### config.mk
export PLATFORM = sky130hd
export DESIGN_NAME = boot_loader_master
export DESIGN_NICKNAME = d
export VERILOG_FILES = /design/src/rtl/boot_loader_master.sv
export SDC_FILE = /design/constraint.sdc
export NUM_CORES = 1
export LEC_CHECK = 0
export CAP_MARGIN = 20
export CORE_UTILIZATION = 55
export DETAILED_ROUTE_END_ITERATION = 10
export GPL_ROUTABILITY_DRIVEN = 0
export PLACE_DENSITY = 0.81
export SYNTH_ARGS = -nofsm -noshare
export SYNTH_HDL_FRONTEND = slang
export SYNTH_SLANG_ARGS = --single-unit
export TNS_END_PERCENT = 50
### constraint.sdc
create_clock -name clk -period 3.2 [get_ports clk]
set_clock_uncertainty 0.2 [all_clocks]
set_input_delay 0.32 -clock clk [delete_from_list [all_inputs] [get_ports clk]]
set_output_delay 0.32 -clock clk [all_outputs]
set_load 0.005 [all_outputs]
### src/rtl/boot_loader_master.sv
// Boot image loader: turns a serial byte stream into strobe/ack word writes, then writes 16'hA9A9 to address 0.
// Optional read-back verification after every word is enabled by defining BOOT_LOADER_VERIFY_EN.
module boot_loader_master #(
  parameter int ACK_TIMEOUT = 1023
) (
  input  logic        clk,
  input  logic        reset,
  input  logic [7:0]  rx_data,
  input  logic        rx_valid,
  output logic        rx_ready,
  output logic [23:0] addr,
  output logic [15:0] data_write,
  input  logic [15:0] data_read,
  output logic        uds,
  output logic        lds,
  output logic        rw,
  input  logic        ack,
  output logic        busy,
  output logic        done,
  output logic [1:0]  error
);
  localparam int TW = $clog2(ACK_TIMEOUT + 1);
  localparam logic [TW-1:0] TMO_MAX = TW'(ACK_TIMEOUT);
  localparam logic [TW-1:0] TMO_ONE = TW'(1);

  typedef enum logic [3:0] {
    S_IDLE, S_HDR, S_DATA, S_WR, S_REL, S_VRD, S_VREL,
    S_CSUM, S_END_WR, S_END_REL, S_DONE, S_ERROR
  } state_t;

  state_t        state_q, state_d;
  logic [23:0]   addr_q, addr_d;
  logic [15:0]   wdata_q, wdata_d;
  logic [15:0]   cnt_q, cnt_d, cnt_dec;
  logic [7:0]    sum_q, sum_d;
  logic [1:0]    hdr_q, hdr_d;
  logic          hi_q, hi_d;
  logic [TW-1:0] tmo_q, tmo_d;
  logic [1:0]    err_q, err_d;
  logic          done_q, done_d;
  logic          rx_ready_q, rx_ready_d;
  logic          strb_q, strb_d;
  logic          rw_q, rw_d;
  logic          busy_q, busy_d;
  logic          accept, tmo_hit;
`ifdef BOOT_LOADER_VERIFY_EN
  logic [15:0]   rd_q, rd_d;
`else
  logic          unused_data_read;
  assign unused_data_read = ^data_read;
`endif

  always_comb begin
    state_d = state_q;
    addr_d  = addr_q;
    wdata_d = wdata_q;
    cnt_d   = cnt_q;
    sum_d   = sum_q;
    hdr_d   = hdr_q;
    hi_d    = hi_q;
    tmo_d   = '0;
    err_d   = err_q;
    done_d  = done_q;
`ifdef BOOT_LOADER_VERIFY_EN
    rd_d    = rd_q;
`endif
    accept  = rx_valid && rx_ready_q;
    tmo_hit = (tmo_q == TMO_MAX);
    cnt_dec = cnt_q - 16'd1;
    case (state_q)
      S_IDLE: if (accept) begin
        addr_d[23:16] = rx_data;
        hdr_d         = 2'd0;
        state_d       = S_HDR;
      end
      S_HDR: if (accept) begin
        hdr_d = hdr_q + 2'd1;
        case (hdr_q)
          2'd0: addr_d[15:8] = rx_data;
          2'd1: addr_d[7:0]  = {rx_data[7:1], 1'b0};
          2'd2: cnt_d[15:8]  = rx_data;
          default: begin
            cnt_d[7:0] = rx_data;
            hi_d       = 1'b0;
            state_d    = ({cnt_q[15:8], rx_data} != 16'd0) ? S_DATA : S_CSUM;
          end
        endcase
      end
      S_DATA: if (accept) begin
        sum_d = sum_q + rx_data;
        hi_d  = !hi_q;
        if (!hi_q) begin
          wdata_d[15:8] = rx_data;
        end else begin
          wdata_d[7:0] = rx_data;
          state_d      = S_WR;
        end
      end
      // Strobe-high states: ack ends the transfer, otherwise count toward abort
      S_WR: begin
        if (ack) state_d = S_REL;
        else if (tmo_hit) begin
          err_d   = 2'b10;
          state_d = S_ERROR;
        end else tmo_d = tmo_q + TMO_ONE;
      end
      S_REL: begin
`ifdef BOOT_LOADER_VERIFY_EN
        state_d = S_VRD;
`else
        cnt_d   = cnt_dec;
        addr_d  = addr_q + 24'd2;
        hi_d    = 1'b0;
        state_d = (cnt_dec != 16'd0) ? S_DATA : S_CSUM;
`endif
      end
`ifdef BOOT_LOADER_VERIFY_EN
      S_VRD: begin
        if (ack) begin
          rd_d    = data_read;
          state_d = S_VREL;
        end else if (tmo_hit) begin
          err_d   = 2'b10;
          state_d = S_ERROR;
        end else tmo_d = tmo_q + TMO_ONE;
      end
      S_VREL: begin
        if (rd_q != wdata_q) begin
          err_d   = 2'b11;
          state_d = S_ERROR;
        end else begin
          cnt_d   = cnt_dec;
          addr_d  = addr_q + 24'd2;
          hi_d    = 1'b0;
          state_d = (cnt_dec != 16'd0) ? S_DATA : S_CSUM;
        end
      end
`endif
      S_CSUM: if (accept) begin
        if (rx_data == sum_q) begin
          addr_d  = 24'd0;
          wdata_d = 16'hA9A9;
          state_d = S_END_WR;
        end else begin
          err_d   = 2'b01;
          state_d = S_ERROR;
        end
      end
      S_END_WR: begin
        if (ack) state_d = S_END_REL;
        else if (tmo_hit) begin
          err_d   = 2'b10;
          state_d = S_ERROR;
        end else tmo_d = tmo_q + TMO_ONE;
      end
      S_END_REL: begin
        done_d  = 1'b1;
        state_d = S_DONE;
      end
      default: ;
    endcase
    // Outputs are decoded from the next state so they leave the flops aligned with it
    rx_ready_d = (state_d == S_IDLE) || (state_d == S_HDR) ||
                 (state_d == S_DATA) || (state_d == S_CSUM);
    strb_d     = (state_d == S_WR) || (state_d == S_END_WR) || (state_d == S_VRD);
    rw_d       = !((state_d == S_WR) || (state_d == S_END_WR));
    busy_d     = !((state_d == S_IDLE) || (state_d == S_DONE) || (state_d == S_ERROR));
  end

  always_ff @(posedge clk) begin
    if (reset) begin
      state_q    <= S_IDLE;
      addr_q     <= '0;
      wdata_q    <= '0;
      cnt_q      <= '0;
      sum_q      <= '0;
      hdr_q      <= '0;
      hi_q       <= 1'b0;
      tmo_q      <= '0;
      err_q      <= 2'b00;
      done_q     <= 1'b0;
      rx_ready_q <= 1'b0;
      strb_q     <= 1'b0;
      rw_q       <= 1'b1;
      busy_q     <= 1'b0;
`ifdef BOOT_LOADER_VERIFY_EN
      rd_q       <= '0;
`endif
    end else begin
      state_q    <= state_d;
      addr_q     <= addr_d;
      wdata_q    <= wdata_d;
      cnt_q      <= cnt_d;
      sum_q      <= sum_d;
      hdr_q      <= hdr_d;
      hi_q       <= hi_d;
      tmo_q      <= tmo_d;
      err_q      <= err_d;
      done_q     <= done_d;
      rx_ready_q <= rx_ready_d;
      strb_q     <= strb_d;
      rw_q       <= rw_d;
      busy_q     <= busy_d;
`ifdef BOOT_LOADER_VERIFY_EN
      rd_q       <= rd_d;
`endif
    end
  end

  assign rx_ready   = rx_ready_q;
  assign addr       = addr_q;
  assign data_write = wdata_q;
  assign uds        = strb_q;
  assign lds        = strb_q;
  assign rw         = rw_q;
  assign busy       = busy_q;
  assign done       = done_q;
  assign error      = err_q;
endmodule

### Yosys cells after proc, flatten, opt, wreduce, memory -nomap -nowiden

Cells that the tools add are included.

| storage, ports and cells | value |
|---|---|
| input bits | 28 |
| output and inout port bits | 48 |
| word-level logic and storage cells | 137 |
| bits in read-only memories | 0 |
| RAM bits | 0 |
| memories kept | 0 |
| register bits after elaboration | 88 |
| bits in latches | 0 |

| operators by class | value |
|---|---|
| multiplexer cells | 43 |
| equal/unequal tests | 33 |
| div/mod/pow operators | 0 |
| reductions and logical operators | 37 |
| shift-type cells | 0 |
| add/sub/neg operators | 5 |
| bitwise gates (word level) | 1 |
| multiply operators | 0 |
| magnitude comparators | 0 |

Operators by type and width:

| operator | number |
|---|---|
| 2-to-1 mux 16 bit | 5 |
| one-hot mux 16 bit (2 select lines) | 2 |
| 2-to-1 mux 8 bit | 7 |
| 2-to-1 mux 24 bit | 2 |
| one-hot mux 16 bit (3 select lines) | 1 |
| 2-to-1 mux 4 bit | 9 |
| one-hot mux 4 bit (8 select lines) | 1 |
| nonzero test 16 bit | 2 |
| AND reduction 5 bit | 5 |
| adder 24 x 2 -> 24 bit, second input constant | 1 |
| one-hot mux 8 bit (3 select lines) | 1 |
| == test 4 bit, second input constant | 5 |
| != test 2 bit, second input constant | 10 |
| == test 4 x 2 -> 1 bit, second input constant | 4 |
| == test 4 x 3 -> 1 bit, second input constant | 4 |
| subtractor 16 x 1 -> 16 bit, second input constant | 1 |
| 2-to-1 mux 2 bit | 7 |
| adder 10 x 1 -> 10 bit, second input constant | 1 |
| == test 10 bit, second input constant | 1 |
| AND reduction 3 bit | 3 |
| nonzero test 3 bit | 3 |
| adder 8 bit | 1 |
| == test 4 x 1 -> 1 bit, second input constant | 2 |
| == test 8 bit | 1 |
| 20 further kinds | 40 |

### Logic depth before layout (Yosys ltp)

| logic depth | value |
|---|---|
| depth after elaboration | 9 |
| gate-level depth with buffers | 10 |
| gate-level depth less buffers | 10 |

### Least setup slack after synthesis

OpenSTA, ideal clock, no wires.

| timing path | value |
|---|---|
| path kind | register to register |
| start | register cnt_q[0] |
| end | register rx_ready_q, in the netlist rx_ready |
| clock period less this slack | 2.974 ns |
| required time | 2.930 ns |
| library setup time | 0.070 ns |
| slack | 0.226 ns |
| path buffers | 1 |
| cell stages (with the launch flop) | 11 |
| arrival | 2.705 ns |
| cells stage by stage | dfxtp_1 > inv_1 > ha_1 > or3b_2 > clkbuf_4 > nor3_2 > or4b_4 > a2111oi_4 > nor3_2 > or3_1 > a21oi_1 |

| between the ends | value |
|---|---|
| word-level cells in the longest chain between the ends | 8 |
| elaborated cells between the ends (all ways) | 11 |
| those cells by class | add/sub (1); eq/ne (3); mux (2); reduce/logical (5) |

RTL lines:

| what | RTL line | text |
|---|---|---|
| start: declaration | 34 | `logic [15:0] cnt_q, cnt_d, cnt_dec;` |
| start signal: assignment | 193 | `cnt_q <= cnt_d;` |
| subtractor 16 x 1 -> 16 bit (*) | 69 | `cnt_dec = cnt_q - 16'd1;` |
| nonzero test 16 bit (*) | 114 | `state_d = (cnt_dec != 16'd0) ? S_DATA : S_CSUM;` |
| 2-to-1 mux 3 bit (*) | 114 |  |
| one-hot mux 4 bit (8 select lines) (*) | 70 | `case (state_q)` |
| == test 4 x 1 -> 1 bit or zero test 4 bit (tied branches) | 163 | `rx_ready_d = (state_d == S_IDLE) \|\| (state_d == S_HDR) \|\|` |
| logical OR 1 bit (2 in a row) | 163 |  |
| logical OR 1 bit (*) | 164 | `(state_d == S_DATA) \|\| (state_d == S_CSUM);` |
| end signal: assignment | 200 | `rx_ready_q <= rx_ready_d;` |
| end: declaration | 41 | `logic rx_ready_q, rx_ready_d;` |

Mark *: on every way between the ends. The rest lies on a longest branch, timed or not.
A chain may end at the register's enable or synchronous reset.

### Worst setup path in the final report

Ends and elaborated chain as after synthesis.

==> impl_results.md <==
- Status: finished with violations
- Failing checks: design-rule violations
- Die height: between 90 and 100 um
- Gate Count Post-Synth: 658
- Hpwl dp: 9460 um
- TritonCTS clock tree: built
- DR WL/cell: 15.8 um
- Final cycle utilization of the critical path: between 90% and 100%
- Area growth, synth to finish: 21.1%
- Final WL: ~13000 um
- Pleak: between 2 and 2.5 nW
- Setup TNS: 0 ns
- Mapped cell area: between 5000 and 6000 sq um
- Final core utilization: between 60% and 70%
- Final setup margin: ~0.14 ns
- Pin count of the biggest net entering global routing: 55
- NumNets Final: slightly below 800
- Residual DRC count: 14
- Path type of the worst min-delay path: input pin to flip-flop
- R2R cell count: 10
- Sequential fraction of the synthesis area: roughly a third
- Via-to-Cell Ratio: a little over 6
- Hold-fix buffers, CTS: 0
- Startpoint types: flip-flop
- Placed cell areas: 5910 sq um
- RSZ-0062 raised after global routing: false
- WHS: between 0.2 and 0.25 ns
- Placed insts: between 800 and 900
- Syn_area_per_cell: between 7 and 8 sq um
- Most frequent cells in the layout: nor2_1 (87), dfxtp_1 (87), nand2_1 (79), clkdlybuf4s50_1 (57), o21ai_0 (52)
- Post-synth EDFFs: 0
- Final hold vios: 0
- Ys async rst share: 0%
- First-pass GRT wire length: about 22000 um
- Fmax: approximately 330 MHz
- Antenna violations before repair: 0
- VDD IR-drop max: approximately 0.23 mV
- Std-Cell Rows: 34
- Die ar.: between 9000 and 10000 sq um
- Clk root buf: clkbuf_8
- Clk buf depth: 2
- Top FF cell, synth: dfxtp_1
- TritonCTS buffer count: 9
- Grt total ovfl: 0
- Fin area: between 6000 and 7000 sq um
- Crit path launch: cnt_q[0]
- Finished Layout Cells: 841
- Via count: 5143
- # diodes: 0
- Max-cap viol count: 0
- I/O pins: 76
- Slew Limit Fails: 0
- CP endpoint kind: flip-flop
- Vias in the first global route: 4724
- Initial core utilization: a little under three fifths
- Count of different cell masters after synthesis: just under 70
- Req. time, crit path: approximately 3.3 ns
- Tot Pwr: just over 2 mW
- Iter 0 DRT Violations: 506
- Worst Path Arrival: roughly 3.2 ns
- Worst skew pair latency: between 0.3 and 0.4 ns
- WS Path Type: flip-flop to flip-flop
- Core ar.: 8810 sq um
- Slew margin rel.: between 60 and 70%
- Total power per unit cell area: ~330 nW/um^2
- Pre-antenna DRT Iters: 9
- Post-CTS Setup Inserts: 0
- Min cycle time layout: 3.06 ns
- Crit Path Max Fanout: 7
- #FFs+latches synth: just under 90
- Clock sink total: 87
- IO buf count: between 50 and 60
- Clock-pin slew on the worst setup and hold paths: about 0.1 ns
- Reg2reg end: rx_ready
- Setup slack at placement: -0.191 ns
- GRT Overall Usage: 28.0%
- Share of cells above drive strength 1: about an eighth
- Post-CTS Resized: 0
- H-tree depth: 3
- Final Setup Violations: 0
- Final ANT Viol Nets: 0
- Hold Startpoint: reset
- R2R setup slack: ~0.14 ns
- Post-Syn Nets: about 700
- Die width: 97.8 um
- Yosys warnings: 0
- Reg-to-Reg Start: cnt_q[0]
- Worst Tran Pin Value: about 0.55 ns
- Termination of the worst setup path: rx_ready
[Yosys cell counts, types with 10 or more instances]
| cell | instances | area (sq um) |
|---|---|---|
| a211oi_1 | 17 | 128 |
| a21oi_1 | 51 | 255 |
| a22oi_1 | 15 | 113 |
| clkbuf_1 | 31 | 116 |
| dfxtp_1 | 87 | 1740 |
| ha_1 | 15 | 188 |
| inv_1 | 16 | 60.1 |
| mux2i_1 | 10 | 100 |
| nand2_1 | 79 | 297 |
| nand3_1 | 18 | 90.1 |
| nor2_1 | 87 | 327 |
| nor3_1 | 25 | 125 |
| o21ai_0 | 52 | 260 |
| o31ai_1 | 10 | 75.1 |
[worst min path at each step]
stage	end	slack (ns)	cells past startpoint
2_1_floorplan	tmo_q[0]	0.23	1
5_1_grt	done	0.25	2
3_3_place_gp	sum_q[6]	0.24	2
6_report	done	0.22	2
4_1_cts	state_q[1]	0.21	2
3_5_place_dp	data_write[11]	0.25	2
[sequential cells by signal, indices dropped and copies added, names as in the netlist]
signal / flops
sum_q: 8
rw: 1
done: 1
lds: 1
addr: 23
data_write: 16
tmo_q: 10
hdr_q: 2
state_q: 4
error: 2
cnt_q: 16
hi_q: 1
rx_ready: 1
busy: 1
[critical path, stage by stage, from the launching register on]
cell and delay, ns:
dfxtp_1 0.34, inv_1 0.06, ha_1 0.20, or3b_2 0.34, nor3_4 0.08, or4b_4 0.53
a2111oi_4 0.48, o22ai_2 0.14, buf_4 0.18, or3_1 0.30, a21oi_1 0.15
[kinds of logic after synthesis]
logic type               count (synthesis)  share of synthesized area [%]
AO/OA/AOI/OAI                          187                           23.8
XOR/XNOR                                12                           2.08
adder cells (fa/ha/maj)                 16                           4.12
buffers and inverters                   56                           4.49
flip-flops                              87                           34.5
multiplexers                            12                           2.43
other                                    1                         0.0743
AND/OR/NAND/NOR                        287                           28.5
[layer usage]
metal,part of all wire [%],up-vias,GRT usage (%),wire length (um)
li1,-,2512,-,-
met1,43,2377,37.4,5720
met2,48,233,46.0,6360
met3,7.5,21,3.44,1000
met4,1.7,0,11.1,230
met5,0,-,0,0
[cell type report]
class                      instances  area [sq um]
sequential                        87          1740
clock inverter                     7          60.1
tap                              108           135
fill                             711          2700
inverter                          16          60.1
timing repair buffer              99           896
multi-input combinational        515          3090
clock buffer                       9           124
[power breakdown]
part / switching (mW) / leakage (nW) / internal [mW] / total [mW]
Sequential: 0.0109 / 0.702 / 1.09 / 1.10
Combinational: 0.0962 / 1.42 / 0.0711 / 0.167
Clock: 0.446 / 0.0969 / 0.299 / 0.746
Total: 0.553 / 2.22 / 1.46 / 2.02
(Power assumes the default switching activity.)
